## src/rtl/uart_pkg.sv

```systemverilog
// Shared types and constants for the UART receive path.
// UART_RX_PARITY_EN adds the PARITY state for 8E1 framing.
package uart_pkg;

  typedef enum logic [2:0] {
    IDLE,
    START,
    DATA,
`ifdef UART_RX_PARITY_EN
    PARITY,
`endif
    STOP,
    WAIT_HIGH
  } rx_state_e;

  // Clock cycles per bit, truncated.
  function automatic int unsigned baud_div(input int unsigned clk_freq,
                                           input int unsigned baud_rate);
    return clk_freq / baud_rate;
  endfunction

endpackage

```

## src/rtl/sync_fifo.sv

```systemverilog
// Single-clock FIFO with occupancy count; pointers wrap modulo DEPTH,
// count tells full from empty. A pop while empty or a push while full without a pop is ignored.
module sync_fifo #(
  parameter int unsigned WIDTH = 8,
  parameter int unsigned DEPTH = 8
) (
  input  logic                     clk,
  input  logic                     rst,
  input  logic                     push,
  input  logic [WIDTH-1:0]         push_data,
  input  logic                     pop,
  output logic [WIDTH-1:0]         pop_data,
  output logic                     full,
  output logic                     empty,
  output logic [$clog2(DEPTH):0]   count
);

  localparam int unsigned AW = $clog2(DEPTH);
  localparam int unsigned CW = AW + 1;

  if (DEPTH < 2 || (DEPTH & (DEPTH - 1)) != 0) begin : g_depth_check
    $error("sync_fifo: DEPTH must be a power of two, at least 2");
  end

  logic [WIDTH-1:0] mem [DEPTH];
  logic [AW-1:0]    wr_ptr;
  logic [AW-1:0]    rd_ptr;
  logic             do_push;
  logic             do_pop;

  assign full     = (count == CW'(DEPTH));
  assign empty    = (count == '0);
  assign pop_data = mem[rd_ptr];

  // A full FIFO still accepts a push when the head leaves in the same cycle.
  assign do_pop  = pop & ~empty;
  assign do_push = push & (~full | do_pop);

  always_ff @(posedge clk) begin
    if (rst) begin
      for (int unsigned i = 0; i < DEPTH; i++) mem[i] <= '0;
      wr_ptr <= '0;
      rd_ptr <= '0;
      count  <= '0;
    end else begin
      if (do_push) begin
        mem[wr_ptr] <= push_data;
        wr_ptr      <= wr_ptr + AW'(1);
      end
      if (do_pop) rd_ptr <= rd_ptr + AW'(1);
      count <= count + CW'(do_push) - CW'(do_pop);
    end
  end

endmodule

```

## src/rtl/uart_rx_fifo.sv

```systemverilog
// UART receiver (8N1, or 8E1 with UART_RX_PARITY_EN) feeding a byte FIFO
// drained over a valid/ready interface.
module uart_rx_fifo
  import uart_pkg::*;
#(
  parameter int unsigned CLK_FREQ   = 100_000_000,
  parameter int unsigned BAUD_RATE  = 115200,
  parameter int unsigned FIFO_DEPTH = 8
) (
  input  logic                          clk,
  input  logic                          rst,
  input  logic                          rx,
  output logic [7:0]                    out_data,
  output logic                          out_valid,
  input  logic                          out_ready,
  output logic [$clog2(FIFO_DEPTH):0]   count,
  output logic                          overrun,
  output logic                          frame_err
);

  localparam int unsigned C  = baud_div(CLK_FREQ, BAUD_RATE);
  localparam int unsigned CW = (C > 1) ? $clog2(C) : 1;
  localparam logic [CW-1:0] HALF_M1 = CW'(C / 2 - 1);
  localparam logic [CW-1:0] FULL_M1 = CW'(C - 1);

  if (C < 4) begin : g_c_check
    $error("uart_rx_fifo: CLK_FREQ / BAUD_RATE must be at least 4");
  end

  rx_state_e     state;
  logic [1:0]    sync;
  logic          rxs;
  logic [CW-1:0] cnt;
  logic [2:0]    bitidx;
  logic [7:0]    shreg;
  logic          push_q;
  logic          fifo_full;
  logic          fifo_empty;
`ifdef UART_RX_PARITY_EN
  logic          par_bad;
`endif

  assign rxs = sync[1];

  always_ff @(posedge clk) begin
    if (rst) begin
      sync      <= 2'b11;
      state     <= IDLE;
      cnt       <= '0;
      bitidx    <= '0;
      shreg     <= '0;
      push_q    <= 1'b0;
      frame_err <= 1'b0;
`ifdef UART_RX_PARITY_EN
      par_bad   <= 1'b0;
`endif
    end else begin
      sync      <= {sync[0], rx};
      push_q    <= 1'b0;
      frame_err <= 1'b0;
      case (state)
        IDLE: begin
          if (!rxs) begin
            state <= START;
            cnt   <= '0;
          end
        end
        START: begin
          if (cnt == HALF_M1) begin
            cnt    <= '0;
            bitidx <= '0;
            state  <= rxs ? IDLE : DATA;
          end else begin
            cnt <= cnt + CW'(1);
          end
        end
        DATA: begin
          if (cnt == FULL_M1) begin
            cnt   <= '0;
            shreg <= {rxs, shreg[7:1]};
            if (bitidx == 3'd7) begin
`ifdef UART_RX_PARITY_EN
              state <= PARITY;
`else
              state <= STOP;
`endif
            end else begin
              bitidx <= bitidx + 3'd1;
            end
          end else begin
            cnt <= cnt + CW'(1);
          end
        end
`ifdef UART_RX_PARITY_EN
        PARITY: begin
          if (cnt == FULL_M1) begin
            cnt     <= '0;
            par_bad <= ^{shreg, rxs};
            state   <= STOP;
          end else begin
            cnt <= cnt + CW'(1);
          end
        end
`endif
        STOP: begin
          if (cnt == FULL_M1) begin
            cnt <= '0;
`ifdef UART_RX_PARITY_EN
            if (rxs && !par_bad) begin
              push_q <= 1'b1;
              state  <= IDLE;
            end else begin
              frame_err <= 1'b1;
              state     <= rxs ? IDLE : WAIT_HIGH;
            end
`else
            if (rxs) begin
              push_q <= 1'b1;
              state  <= IDLE;
            end else begin
              frame_err <= 1'b1;
              state     <= WAIT_HIGH;
            end
`endif
          end else begin
            cnt <= cnt + CW'(1);
          end
        end
        WAIT_HIGH: begin
          if (rxs) state <= IDLE;
        end
        default: state <= IDLE;
      endcase
    end
  end

  // Push lands one edge after the stop sample; overrun reports a drop in that same cycle.
  assign out_valid = ~fifo_empty;
  assign overrun   = push_q & fifo_full & ~(out_valid & out_ready);

  sync_fifo #(
    .WIDTH (8),
    .DEPTH (FIFO_DEPTH)
  ) u_fifo (
    .clk       (clk),
    .rst       (rst),
    .push      (push_q),
    .push_data (shreg),
    .pop       (out_ready),
    .pop_data  (out_data),
    .full      (fifo_full),
    .empty     (fifo_empty),
    .count     (count)
  );

endmodule

```

## config.mk

```make
export PLATFORM = sky130hd
export DESIGN_NAME = uart_rx_fifo
export DESIGN_NICKNAME = d
export VERILOG_FILES = /design/src/rtl/uart_pkg.sv /design/src/rtl/sync_fifo.sv /design/src/rtl/uart_rx_fifo.sv
export SDC_FILE = /design/constraint.sdc
export NUM_CORES = 1
export LEC_CHECK = 0
export CORE_AREA = 2 2 113 115
export CTS_BUF_LIST = sky130_fd_sc_hd__clkbuf_4 sky130_fd_sc_hd__clkbuf_8
export CTS_CLUSTER_DIAMETER = 40
export CTS_CLUSTER_SIZE = 14
export DETAILED_ROUTE_END_ITERATION = 6
export DIE_AREA = 0 0 115 117
export PLACE_DENSITY = 0.63
export SETUP_SLACK_MARGIN = 0.4
export SYNTH_ARGS = -nofsm -noshare
export SYNTH_HDL_FRONTEND = slang
export SYNTH_SLANG_ARGS = --single-unit
```

## constraint.sdc

```tcl
create_clock -name clk -period 2.9 [get_ports clk]
set_input_delay 0.435 -clock clk [delete_from_list [all_inputs] [get_ports clk]]
set_output_delay 0.435 -clock clk [all_outputs]
set_load 0.05 [all_outputs]
```

==> metrics.txt <==
number of synthesized register bits between 100 and 150; CTS HTree Levels 3; Gate power share between 30% and 40%; met1 global-route usage a little over 20%; Ports 19; Clock power frac around 22%; first-pass iteration count of the detailed router 4; root buf cell clkbuf_8; wire per inst between 15 and 20 um; Non-Filler Instances ~570; vias in the first global route about 3000; Iteration-0 DRC Markers between 70 and 80; Layout Nets roughly 430; GP Congestion about 0.77; Mapped Area roughly 4800 um^2; Finish-stage setup viols 0; max_cap viols 0; Post-Route WL 9420 um; worst path cell trace buf_12 -> mux4_2 -> mux2_2 -> buf_4; drt drc 0; number of antenna-violating nets in the routed design 0; GRT Max-Usage Layer met2; status completed; via count a little under 3000; initial antenna violation count 0; Crit path max-delay family multiplexers; Syn Area/Cell about 12 um^2; Final Hold Viols 0; Reg power frac between 40% and 50%; Async S/R FF share, synth 0%; Buf/Inv on CP 2; switching part of the total between 30 and 40%; pin count of the biggest net entering global routing 29; most frequent cells in the layout and2_1, edfxtp_1, nor2_1, dfxtp_1, nand2_1; Synth cell types 45; Die W 115 um; final period utilization 82.4%; Worst Hold Class reg -> reg; Util after Layout 43.9%; global route overflow 0; crit end category output port; CTS Sinks around 110; Starting Density about two fifths; first-pass GRT wire length between 15000 and 20000 um; minimum clock period 2390 ps; critical path fanouts, max 8; clk slew on worst S/H paths 90 ps; most common cell after layout, fill and taps aside and2_1; Yosys warning count 0; Global Route Usage Sum 15.4%; CORE AREA between 10000 and 15000 um^2; HPWL Detailed ~6400 um; Setup TNS 0 ps; sequential fraction of the synthesis area between 50% and 60%; internal power 2.52 mW; CTS Hold Bufs 0; Worst path max stage delay 520 ps; crit path max-delay cell type mux4_2; CTS tree yes; ys flop type edfxtp_1; P_leak roughly 2.0 nW; DR vias/cell 5.08; worst-case vdd ir drop a little under 0.5 mV; DIE AREA between 10000 and 15000 um^2; worst slew pin tran approximately 1000 ps; PwrDens roughly 700 nW/um^2; Post-Place Cells ~550; FP Rows around 40; met3 Usage GRT under 10%; worst endpoint required time 2470 ps; antenna diode count 0; EDFF count, synth 64; Achievable Freq approximately 0.42 GHz; CP arrival between 1500 and 2000 ps; share of cells above drive strength 1 between 10% and 20%; port buffer count 18; met2 Usage GRT around a quarter; Gate Count Post-Synth around 390; Critical Path Source Type flip-flop; Max-Slew Margin vs Limit between 30% and 40%; Worst Skew ~12 ps; Die Y-Extent 117 um; unrepaired setup endpoints after global routing false; CP Class reg -> out; synthesized net count between 400 and 500; area grow syn2layout 12.3%; Clock Tree Buf Depth 2; final slew viol count 0; TritonCTS buffer count 9; clk_lat worst skew ~380 ps; Sw Pwr between 1 and 1.5 mW
synth_stat cells (4+ instances only):
| cell | number | area (um^2) |
|---|---|---|
| inv_1 | 11 | 41.3 |
| nor2_1 | 39 | 146 |
| mux2_2 | 8 | 90.1 |
| a21oi_1 | 8 | 40.0 |
| clkbuf_1 | 10 | 37.5 |
| nand2_1 | 21 | 78.8 |
| nand3_1 | 10 | 50.1 |
| nor3_1 | 4 | 20.0 |
| and2_1 | 66 | 413 |
| mux2i_1 | 11 | 110 |
| nor2b_1 | 4 | 25.0 |
| mux4_2 | 16 | 360 |
| a21o_1 | 6 | 45.0 |
| edfxtp_1 | 64 | 1920 |
| ha_1 | 12 | 150 |
| or2_2 | 10 | 62.6 |
| dfxtp_1 | 41 | 821 |
| a22o_1 | 5 | 43.8 |
area by class of cell:
cell class	instances	area, um^2
multi-input cells	259	1990
well taps	150	188
inverters	12	45.0
fillers	1138	6910
clock buffers	9	124
repair buffers	27	255
flip-flops and latches	105	2750
clock inverters	7	52.6
logic make-up (layout without fill, tap and decap cells):
group	Yosys count	after routing	synth area share [%]
xor+xnor	6	6	1.09
compound gates	30	30	4.84
mux	35	35	11.7
fa+ha+maj	13	13	3.54
simple gates	175	175	19.9
flops	105	105	57.0
buf+inv	25	55	1.98
through the flow:
| stage | total power, mW | instance area [um^2] | hold slack (ps) | setup WS, ps |
|---|---|---|---|---|
| 2_1_floorplan | 2.64 | 4830 | 389 | 394 |
| 3_3_place_gp | 2.92 | 5180 | 393 | 285 |
| 3_5_place_dp | 2.94 | 5180 | 398 | 236 |
| 4_1_cts | 3.78 | 5360 | 421 | 412 |
| 5_1_grt | 3.99 | 5400 | 453 | 411 |
| 6_report | 3.79 | 5400 | 418 | 511 |
power groups by stage:
stage,clock (mW),combinational (mW),sequential (mW)
floorplan,0,0.812,1.83
global placement,0,1.16,1.76
global route,0.914,1.31,1.76
detailed placement,0,1.17,1.76
CTS,0.865,1.18,1.73
finish,0.839,1.21,1.75
registers in the layout (all words and copies together), names as in the netlist, 2 cells and up, named ones only:
signal,cells
sync,2
cnt,10
u_fifo.wr_ptr,3
bitidx,3
u_fifo.rd_ptr,3
shreg,8
u_fifo.count,4
u_fifo.mem,64
state,3
final timing paths:
kind	start	to	slack, ps	cells past startpoint
max reg2reg	u_fifo.count[1]	u_fifo.count[2]	660	8
min reg2reg	sync[0]	sync[1]	420	1
max	flip-flop	out_data[7]	510	4
min	sync[0]	sync[1]	420	1
repair_timing:
action                                  CTS  global route
gates resized for setup                   1             4
setup buffers                             0             0
endpoints found under the setup margin    8             8
gates cloned                              0             1
worst register-to-register path: cells and delay by family, from the launching register on:
family	cells	cell delay (ps)
adder cells (fa/ha/maj)	2	580
AO/OA/AOI/OAI	1	420
AND/OR/NAND/NOR	2	380
flip-flops	1	350
buffers and inverters	2	220
XOR/XNOR	1	170
metal layers:
metal / up-vias / wire length [um]
met5: - / 0
met4: 0 / 194
met3: 14 / 341
met2: 49 / 4530
met1: 1397 / 4360
li1: 1433 / -
(Power assumes the default switching activity.)
